[config.mk]
export PLATFORM = sky130hd
export DESIGN_NAME = scan_scheduler
export DESIGN_NICKNAME = d
export VERILOG_FILES = /design/src/rtl/scan_scheduler.sv
export SDC_FILE = /design/constraint.sdc
export NUM_CORES = 1
export LEC_CHECK = 0
export ABC_CLOCK_PERIOD_IN_PS = 2600
export CAP_MARGIN = 20
export CORE_ASPECT_RATIO = 1.2
export CORE_UTILIZATION = 50
export DETAILED_ROUTE_END_ITERATION = 16
export PLACE_DENSITY = 0.76
export SYNTH_ARGS = -nofsm -noshare
export SYNTH_HDL_FRONTEND = slang
export SYNTH_SLANG_ARGS = --single-unit
[constraint.sdc]
create_clock -name clk -period 2.6 [get_ports clk]
set_clock_uncertainty 0.15 [all_clocks]
set_input_delay 0.26 -clock clk [delete_from_list [all_inputs] [get_ports clk]]
set_output_delay 0.26 -clock clk [all_outputs]
set_load 0.03 [all_outputs]
[src/rtl/scan_scheduler.sv]
// Scan sequencer for the 8-section multiplexed display/switch matrix: blank slot, drive slot,
// per-section switch sampling with debounce.
module scan_scheduler #(
    parameter int unsigned N_SECT      = 8,
    parameter int unsigned PRESCALE    = 2500,
    parameter int unsigned BLANK_TICKS = 1,
    parameter int unsigned DWELL_TICKS = 4,
    parameter int unsigned DEBOUNCE    = 3
) (
    input  logic                  clk,
    input  logic                  reset,
    input  logic                  enable,
    input  logic [3*N_SECT-1:0]   data_sections,
    input  logic                  data_switch,
    output logic [N_SECT-1:0]     selector,
    output logic [2:0]            data_output,
    output logic [2:0]            section,
    output logic [N_SECT-1:0]     switch_state,
    output logic                  switch_changed,
    output logic                  frame_done
);

    localparam int unsigned PRE_W    = $clog2(PRESCALE);
    localparam int unsigned SLOT_MAX = (BLANK_TICKS > DWELL_TICKS) ? BLANK_TICKS : DWELL_TICKS;
    localparam int unsigned SLOT_W   = (SLOT_MAX > 1) ? $clog2(SLOT_MAX) : 1;
    localparam int unsigned DB_W     = 4;

    localparam logic [1:0] S_IDLE  = 2'd0;
    localparam logic [1:0] S_BLANK = 2'd1;
    localparam logic [1:0] S_DRIVE = 2'd2;

    localparam logic [2:0]        LAST_SECT  = 3'(N_SECT - 1);
    localparam logic [SLOT_W-1:0] BLANK_LAST = SLOT_W'(BLANK_TICKS - 1);
    localparam logic [SLOT_W-1:0] DWELL_LAST = SLOT_W'(DWELL_TICKS - 1);
    localparam logic [DB_W-1:0]   DB_LIMIT   = DB_W'(DEBOUNCE);

    logic [PRE_W-1:0]             pre_cnt;
    logic                         tick_c;
    logic [1:0]                   state, state_d;
    logic [SLOT_W-1:0]            slot_cnt, slot_d;
    logic [2:0]                   section_d;
    logic [N_SECT-1:0]            selector_d;
    logic [2:0]                   data_d;
    logic [2:0]                   sect_data_c;
    logic                         frame_done_d;
    logic                         sample_c;
    logic [N_SECT-1:0][DB_W-1:0]  db_cnt, db_cnt_d;
    logic [N_SECT-1:0]            switch_d;
    logic                         changed_d;

    assign tick_c      = enable && (pre_cnt == PRE_W'(PRESCALE - 1));
    assign sect_data_c = data_sections[32'(section) * 3 +: 3];

    // Scan-tick prescaler, parked at zero while scanning is stopped
    always_ff @(posedge clk or negedge reset) begin
        if (!reset)                 pre_cnt <= '0;
        else if (!enable || tick_c) pre_cnt <= '0;
        else                        pre_cnt <= pre_cnt + PRE_W'(1);
    end

    // Slot sequencing: next state and next registered outputs
    always_comb begin
        state_d      = state;
        slot_d       = slot_cnt;
        section_d    = section;
        selector_d   = selector;
        data_d       = data_output;
        frame_done_d = 1'b0;
        sample_c     = 1'b0;
        if (!enable) begin
            state_d    = S_IDLE;
            slot_d     = '0;
            section_d  = '0;
            selector_d = '0;
            data_d     = '0;
        end else begin
            case (state)
                S_IDLE: begin
                    selector_d = '0;
                    data_d     = '0;
                    section_d  = '0;
                    if (tick_c) state_d = S_BLANK;
                end
                S_BLANK: begin
                    if (tick_c) begin
                        if (slot_cnt == BLANK_LAST) begin
                            slot_d     = '0;
                            state_d    = S_DRIVE;
                            selector_d = N_SECT'(1) << section;
                            data_d     = sect_data_c;
                        end else begin
                            slot_d = slot_cnt + SLOT_W'(1);
                        end
                    end
                end
                S_DRIVE: begin
                    data_d = sect_data_c;
                    if (tick_c) begin
                        if (slot_cnt == DWELL_LAST) begin
                            sample_c   = 1'b1;
                            slot_d     = '0;
                            selector_d = '0;
                            data_d     = '0;
                            state_d    = S_BLANK;
                            if (section == LAST_SECT) begin
                                section_d    = '0;
                                frame_done_d = 1'b1;
                            end else begin
                                section_d = section + 3'd1;
                            end
                        end else begin
                            slot_d = slot_cnt + SLOT_W'(1);
                        end
                    end
                end
                default: state_d = S_IDLE;
            endcase
        end
    end

    // Debounce only the section whose drive slot is ending
    always_comb begin
        switch_d  = switch_state;
        db_cnt_d  = db_cnt;
        changed_d = 1'b0;
        if (sample_c) begin
            if (data_switch == switch_state[section]) begin
                db_cnt_d[section] = '0;
            end else if (db_cnt[section] + DB_W'(1) == DB_LIMIT) begin
                switch_d[section] = ~switch_state[section];
                db_cnt_d[section] = '0;
                changed_d         = 1'b1;
            end else begin
                db_cnt_d[section] = db_cnt[section] + DB_W'(1);
            end
        end
    end

    always_ff @(posedge clk or negedge reset) begin
        if (!reset) begin
            state          <= S_IDLE;
            slot_cnt       <= '0;
            section        <= '0;
            selector       <= '0;
            data_output    <= '0;
            frame_done     <= 1'b0;
            switch_state   <= '0;
            db_cnt         <= '0;
            switch_changed <= 1'b0;
        end else begin
            state          <= state_d;
            slot_cnt       <= slot_d;
            section        <= section_d;
            selector       <= selector_d;
            data_output    <= data_d;
            frame_done     <= frame_done_d;
            switch_state   <= switch_d;
            db_cnt         <= db_cnt_d;
            switch_changed <= changed_d;
        end
    end

endmodule

After elaboration in Yosys (flattened, before gate mapping):

Index checks and enable logic that the tools add are counted.
W data, S select, Z words.

* register bits: 72
* input bits: 28
* output and inout port bits: 24
* logic and storage cells: 112

* add/subtract/negate cells: 4
* multipliers: 1
* order comparisons: 2
* equal/unequal tests: 15
* shifts and indexed selects: 2
* mux-type cells: 55
* bitwise logic cells: 4
* reductions and logical operators: 12

Operators with widths (count)
* $mux W32: 2
* $mux W8: 5
* $and A32 B32 Y32: 1
* $bwmux W32: 1
* $not A32 Y32: 1
* $mux W3: 9
* $pmux W8 S3: 1
* $shiftx A24 B6 Y3: 1
* $mux W2: 11
* $ne A3 B3 Y1 const B: 5
* $mux W1: 14
* $add A12 B1 Y12 const B: 1
* $bmux W4 S3: 1
* $demux W4 S3: 1
* $eq A12 B12 Y1 const B: 1
* $mux W12: 1
* $reduce_and A3 Y1: 4
* $reduce_and A5 Y1: 2
* $pmux W3 S3: 1
* $bwmux W8: 1
* $mux W4: 2
* $shl A1 B3 Y8 const A: 1
* $ne A3 B1 Y1 const B: 2
* $pmux W2 S3: 1
* 21 further kinds: 25

Longest topological paths before layout:

Gate-level depths: netlist (run 1).

* depth after elaboration: 8
* depth in mapped cells: 14
* gate-level depth less buffers: 11

Worst setup path after synthesis (run 1):

Ideal clock, no wire load.

* kind: register to register
* start point: register section[1]
* end point: register db_cnt[21] in the netlist's numbering
* library setup time: 0.084 ns
* arrival time: 2.808 ns
* data required time: 2.366 ns
* path slack: -0.442 ns
* cell stages (with the launch flop): 15
* path buffers: 3
* period minus slack after synthesis: 3.042 ns
* cells stage by stage: dfrtp_1 -> clkbuf_2 -> buf_2 -> or3b_2 -> o2111ai_1 -> nor2b_1 -> inv_1 -> ha_1 -> nand2_1 -> nor2_1 -> and3_1 -> nor3_2 -> buf_6 -> nand3b_2 -> o21ai_0

* word-level cells in the longest chain between the ends: 8
* elaborated cells between the ends (all ways): 17
* classes of those cells: add/sub: 1; order compare: 2; eq/ne: 2; mux: 9; bitwise: 2; reduce/logical: 1

Ends and longest elaborated chain
* start, declared: RTL line 17 `output logic [2:0] section,`
* start signal, assigned: RTL line 153 `section <= section_d;`
* branches (longest 7 deep; another with $add A4 B1 Y4)
* $mux W32 (*): RTL line 127 `if (data_switch == switch_state[section]) begin`
* end signal, assigned: RTL line 158 `db_cnt <= db_cnt_d;`
* end, declared: RTL line 47 `logic [N_SECT-1:0][DB_W-1:0] db_cnt, db_cnt_d;`

Mark *: on every way between the ends. The select of a mux whose other input is x is not followed.
A chain may end at the register's enable or synchronous reset.

Final worst setup path (run 1):

* start point: register section[2]
* end point: register db_cnt[21] in the netlist's numbering

Same word-level chain as after synthesis.

==> metrics.yaml, run 1 <==
routing:
  ant_nets: 0
  wl_per_cell_microns: 17.6
  via_per_inst: 5.76
  drc: 0
  drt_iter0_drc: 157
  drt_wl_total_microns: 10400
  vias: 3399
  firstDrtPassIters: 4
grt:
  overflow: 0
  grt_pass1_wl_microns: 16500
  grt_max_degree: 44
  antenna_found_initial: 0
  first_global_vias: 3406
  track_usage_pct: 27.3
placement:
  io_buffer_count: 51
  place_congestion: 0.847
  dpl.hpwl_microns: 7640
  dp_cells: 569
timing:
  final.min_clock_period_ns: 2.72
  tightest_slew_ns: 0.540
  maxSlewViolCount: 0
  hold_violations: 0
  fmax_mhz: 368
  rsz0062_at_grt: "yes"
  relSlewSlack_pct: 64.0
  layout_setup_ws_ns: -0.120
  final.period_utilization_pct: 105
  setup_viol: 16
synth:
  ys_ff_latch: 72
  syn_inst: 406
  synth_edf_count: 0
  ys.flop_type: "dfrtp_1"
  synth_top_area_share_pct: 46.1
  synth_area_leader_cell: "dfrtp_1"
  ys_warn_count: 0
  synthArstFlopShare_pct: 100
  synth_cell_types: 55
  ys_seq_area_share_pct: 46.1
  syn_area_per_cell_sq_um: 9.63
  netlist_area_sq_um: 3910
  syn-num-nets: 450
  synth.area.top_cells: "dfrtp_1 (46%), nand2_1 (5.6%), ha_1 (5.1%)"
final_layout:
  nets: 539
  diodes: 0
  final_core_util_pct: 71.1
  layoutNonFillerInstCount: 590
  area_growth_pct: 34.5
  layout-drive-gt1-share_pct: 24.8
clock_network:
  cts_sinks: 72
  clockRootBuffer: "clkbuf_8"
  cts_buffers: 9
  clock_path_buffers: 2
  path_clk_slew_ns: 0.08
  htreeDepth: 3
  clk-insertion-delay-late_ns: 0.36
  cts_tree: "done"
critical_path:
  critPathKind: "reg -> reg"
  cp_max_fo: 8
  crit_chain: "buf_6 -> or3b_4 -> o2111ai_4 -> nor2b_4 -> inv_2 -> ha_4 -> nand2_4 -> nor2_1 -> and3_4 -> nor3_4 -> buf_6 -> nand3b_4 -> o21ai_2"
  cp_slowest_stage_delay_ns: 0.44
  worstSetupPathDepth: 13
  cp_top_family: "simple AND/OR/NAND/NOR gates"
  crit_path_end_kind: "flip-flop"
  required_ns: 2.72
  start_kind: "flip-flop"
  ff2ff_path_depth: 13
  path_buf_inv: 3
  critPathSlowestCell: "dfrtp_2"
  path_common_cell: "buf_6"
  crit_arrival_ns: 2.84
outcome:
  status: "complete, but fails checks"
  violations: "setup timing"
job:
  cap_viol_max_count: 0
power_and_ir_drop:
  p_leak_nw: 2.24
  ir_worst_vdd_mv: 0.285
  p_per_area_nw_per_um2: 422
floorplanning:
  start_util_pct: 52.8
  ios: 52
  die_area_sq_um: 8180
  core_area_sq_um: 7400
  die_y_microns: 98.9
  die_w_microns: 82.7
  rows: 34
min_path:
  hp-class: "in -> async"
[what timing repair did]
item                                    4_1_cts  5_1_grt
buffers inserted                              0        4
endpoints found under the setup margin       17       42
hold endpoints to repair                     72        0
resized for setup                             9       27
pin swaps                                     0        8
hold buffers                                  1        0
[cells by family after synthesis]
| group | count (synthesis) | synth area share [%] |
|---|---|---|
| xor+xnor | 14 | 3.14 |
| fa+ha+maj | 16 | 5.12 |
| buf+inv | 37 | 4.06 |
| simple gates | 156 | 20.0 |
| mux | 23 | 7.78 |
| compound gates | 88 | 13.8 |
| flops | 72 | 46.1 |
[report_power, final]
part / leakage [nW] / total (mW) / internal [mW] / switching (mW)
clock: 0.0854 / 0.789 / 0.345 / 0.443
sequential: 0.999 / 1.14 / 1.13 / 0.0127
combinational: 1.15 / 0.285 / 0.145 / 0.140
[cell usage in the layout, fill, tap and decap left out, drive strengths merged, types with 3 or more instances in the layout]
cell           count
nand3             25
a22oi              3
mux4               5
clkdlybuf4s50     50
xnor2              6
a21boi             3
buf               47
a221oi             4
and3               8
mux2               9
clkinv             5
nor3               7
nor2              29
inv               17
or3b               3
nor2b              5
o41ai              8
xor2               8
mux2i              9
a31oi              3
dfrtp             72
ha                16
or3                4
nand2             58
o22ai              3
o21ai             52
a21oi              4
clkbuf             9
[sequential cells by signal, indices dropped and copies added, names as in the netlist]
name	cells
data_output	3
db_cnt	32
frame_done	1
pre_cnt	12
section	3
selector	8
slot_cnt	2
state	2
switch_changed	1
switch_state	8
[cell usage after synthesis, types with 3 or more instances]
master and instances:
nand2_1 58, o22ai_1 3, mux4_2 5, inv_1 16
o21ai_1 14, o21ai_0 38, mux2i_1 9, nor2b_1 5
and3_1 8, nand3_1 25, buf_2 3, or3_1 4
a21oi_1 4, mux2_2 9, a22oi_1 3, nor2_1 29
xor2_1 8, dfrtp_1 72, nor3_1 4, nor3_2 3
ha_1 16, a31oi_1 3, a221oi_1 4, o41ai_1 8
xnor2_1 6, buf_1 3, clkbuf_1 10
[stage by stage]
step / instance area, sq um / hold WS [ns] / total power [mW] / setup TNS [ns] / setup slack [ns]
2_1_floorplan: 4070 / -0.186 / 1.28 / -1.56 / -0.157
3_3_place_gp: 4880 / 0.162 / 1.41 / -0.0891 / -0.0446
3_5_place_dp: 4880 / 0.166 / 1.41 / -0.628 / -0.121
4_1_cts: 5100 / 0.317 / 2.20 / -0.502 / -0.0539
5_1_grt: 5260 / 0.352 / 2.31 / -3.43 / -0.229
6_report: 5260 / 0.307 / 2.22 / -1.25 / -0.120
[worst paths after layout]
path | slack, ns | from | end
max in group asynchronous | 1.53 | reset | section[2]
min in group clk | 0.33 | db_cnt[10] | db_cnt[10]
setup / recovery | -0.12 | section[2] | db_cnt[21]
hold reg to reg | 0.33 | db_cnt[10] | db_cnt[10]
hold / removal | 0.31 | reset | pre_cnt[8]
setup reg to reg | -0.12 | section[2] | db_cnt[21]
[routing by layer]
layer  vias up  wire, microns  global-route usage [%]
li1       1621              -                       -
met3        22            622                    5.00
met4         0            240                    14.2
met5         -              0                       0
met2       113           5080                    44.5
met1      1643           4470                    33.8
[worst register-to-register path, stage by stage, from the launching register on]
cell and delay, ns:
dfrtp_2 0.44, buf_6 0.13, or3b_4 0.41, o2111ai_4 0.08, nor2b_4 0.21, inv_2 0.07
ha_4 0.17, nand2_4 0.07, nor2_1 0.05, and3_4 0.17, nor3_4 0.23, buf_6 0.14
nand3b_4 0.16, o21ai_2 0.18
[area by class of cell]
| cell class | count | area, sq um |
|---|---|---|
| Multi-Input combinational cell | 297 | 2220 |
| Fill cell | 573 | 2140 |
| Sequential cell | 72 | 1810 |
| Timing Repair Buffer | 98 | 885 |
| Clock buffer | 9 | 124 |
| Tap cell | 90 | 113 |
| Inverter | 17 | 63.8 |
| Clock inverter | 7 | 47.5 |
No activity file was read; power rests on OpenSTA's default activity.
==> run 2: changes to the inputs <==
Settings changed: PLACE_DENSITY 0.76 to 0.75.
==> metrics.yaml, run 2 (synthesis results as in run 1) <==
critical_path:
  required_ns: 2.73  # about the same
  crit_chain: "buf_6 -> or3b_4 -> o2111ai_4 -> nor2b_4 -> inv_2 -> ha_4 -> nand2_4 -> nor2_2 -> and3_4 -> nor3_4 -> buf_4 -> nand3b_4 -> o21ai_2"
  cp_slowest_stage_delay_ns: 0.44  # about the same
  crit_path_end_kind: "flip-flop"
  critPathKind: "reg -> reg"
  crit_arrival_ns: 2.91  # +0.07 ns
  cp_max_fo: 8  # unchanged
  start_kind: "flip-flop"
  critPathSlowestCell: "dfrtp_2"
  ff2ff_setup_slack_ns: -0.18  # -0.06 ns
final_layout:
  fin_area_sq_um: 5430  # +3.3%
  top_register: "db_cnt"
  diodes: 0  # unchanged
  reg.largest.list: "db_cnt: 32 flops, pre_cnt: 12 flops"
  fill_cells: 521  # -9.1%
  layoutNonFillerInstCount: 601  # +1.9%
  largest_reg_flops: 32  # unchanged
  multi_input_area_sq_um: 2240  # +0.79%
  final_cell_mix: "dfrtp_1 (69), nand2_1 (57), clkdlybuf4s50_1 (50), buf_4 (47), o21ai_0 (28)"
  layout_commonest_cell: "dfrtp_1"
  area_growth_pct: 38.9
  ff_latch_area_sq_um: 1810  # unchanged
  final_core_util_pct: 73.4  # +2.3 points
  nets: 550  # +2.0%
  layout-drive-gt1-share_pct: 26.2  # +1.4 points
timing:
  tightest_slew_ns: 0.511  # -0.0292 ns
  maxSlewViolCount: 0  # unchanged
  setup_viol: 19  # +3
  final.min_clock_period_ns: 2.78  # +0.0600 ns
  hold_violations: 0  # unchanged
  fmax_mhz: 360  # -2.2%
  rsz0062_at_grt: "yes"
  layout_setup_ws_ns: -0.180  # -0.0600 ns
  relSlewSlack_pct: 65.7  # +1.7 points
  tns_ns: -2.39  # -1.15 ns
  final.period_utilization_pct: 107  # +2.3 points
clock_network:
  clockRootBuffer: "clkbuf_8"
  cts_tree: "done"
  htreeDepth: 3  # unchanged
  path_clk_slew_ns: 0.08  # about the same
  clk-insertion-delay-late_ns: 0.36  # about the same
  cts_buffers: 9  # unchanged
  cts_sinks: 72  # unchanged
  clock_path_buffers: 2  # unchanged
routing:
  met1_length_microns: 4440  # -0.63%
  wl_met2_microns: 5600  # +10%
  drt_iter0_drc: 279  # +78%
  drc: 0  # unchanged
  ant_nets: 0  # unchanged
  firstDrtPassIters: 4  # unchanged
  drt_wl_total_microns: 11300  # +8.2%
  dr_wl_met3_microns: 786  # +26%
  via_per_inst: 6.13  # +6.5%
  highest_layer: "met4"
  vias: 3687  # +8.5%
  wl_per_cell_microns: 18.7  # +6.2%
floorplanning:
  die_y_microns: 98.9  # unchanged
  die_area_sq_um: 8180  # unchanged
  core_area_sq_um: 7400  # unchanged
  start_util_pct: 52.8  # unchanged
  rows: 34  # unchanged
  ios: 52  # unchanged
  die_w_microns: 82.7  # unchanged
placement:
  io_buffer_count: 51  # unchanged
  dp_cells: 569  # unchanged
  place_congestion: 0.887  # +4.8%
  place_area_sq_um: 4900  # +0.26%
  dpl.hpwl_microns: 7520  # -1.5%
power_and_ir_drop:
  p_per_area_nw_per_um2: 450  # +6.8%
  p_leak_nw: 2.32  # +3.8%
  finalPower_mw: 2.45  # +10%
  ir_worst_vdd_mv: 0.348  # +22%
grt:
  overflow: 0  # unchanged
  track_usage_pct: 28.2  # +0.90 points
  antenna_found_initial: 0  # unchanged
  first_global_vias: 3604  # +5.8%
  grt_max_degree: 34  # -23%
  grt_pass1_wl_microns: 17300  # +5.1%
outcome:
  violations: "setup timing"
  status: "complete, but fails checks"
job:
  cap_viol_max_count: 0  # unchanged
min_path:
  hp-class: "in -> async"
==> run 2: repair_timing <==
item,CTS,global route
endpoints found under the hold margin,16,0
pin swaps,8,9
gates resized for setup,14,29
hold buffers,1,0
setup buffers,6,7
cloned,1,1
endpoints found under the setup margin,17,49
==> run 2: report_power, final <==
group / internal, mW / switching (mW)
clock network: 0.552 / 0.472
logic: 0.134 / 0.143
registers: 1.13 / 0.0129
total: 1.82 / 0.628
==> run 2: stage by stage <==
step                hold slack [ns]  setup slack, ns
floorplan                    -0.186           -0.157
finish                        0.225           -0.180
global placement             0.0733          -0.0449
detailed placement           0.0815           -0.184
CTS                           0.241          -0.0955
global route                  0.277           -0.285
==> run 2: per-layer routing <==
metal,track usage (%),vias to the layer above
met5,0,-
met4,13.8,0
met3,4.54,49
met2,44.2,195
met1,37.4,1807
li1,-,1636
==> run 2: worst max-delay path, delay by kind of cell, from the launching register on <==
kind | cells | cell delay, ns
adders and majority gates | 1 | 0.18
buffers and inverters | 3 | 0.41
DFF | 1 | 0.44
AOI/OAI and AO/OA | 2 | 0.24
and+or+nand+nor | 7 | 1.29
==> run 2: final cells by class <==
| type | count | area share [%] |
|---|---|---|
| clock buffers | 9 | 2.28 |
| clock inverters | 7 | 1.84 |
| inverters | 17 | 1.24 |
| multi-input cells | 297 | 41.2 |
| flip-flops and latches | 72 | 33.2 |
| well taps | 90 | 2.07 |
| repair buffers | 109 | 18.1 |
==> run 2: final timing paths <==
| check | startpoint | end | depth (start not counted) |
|---|---|---|---|
| max in group asynchronous | reset | section[2] | 3 |
| hold / removal | reset | pre_cnt[3] | 2 |
| setup reg to reg | section[2] | db_cnt[21] | 13 |
| min in group clk | db_cnt[14] | db_cnt[14] | 2 |
| setup / recovery | section[2] | db_cnt[21] | 13 |
| hold reg to reg | db_cnt[14] | db_cnt[14] | 2 |
==> run 3: changes to the inputs <==
Settings changed: CTS_CLUSTER_SIZE set to 24.
==> results of run 3 <==
No change in the layout: final DEF, timing and power equal those of run 2.
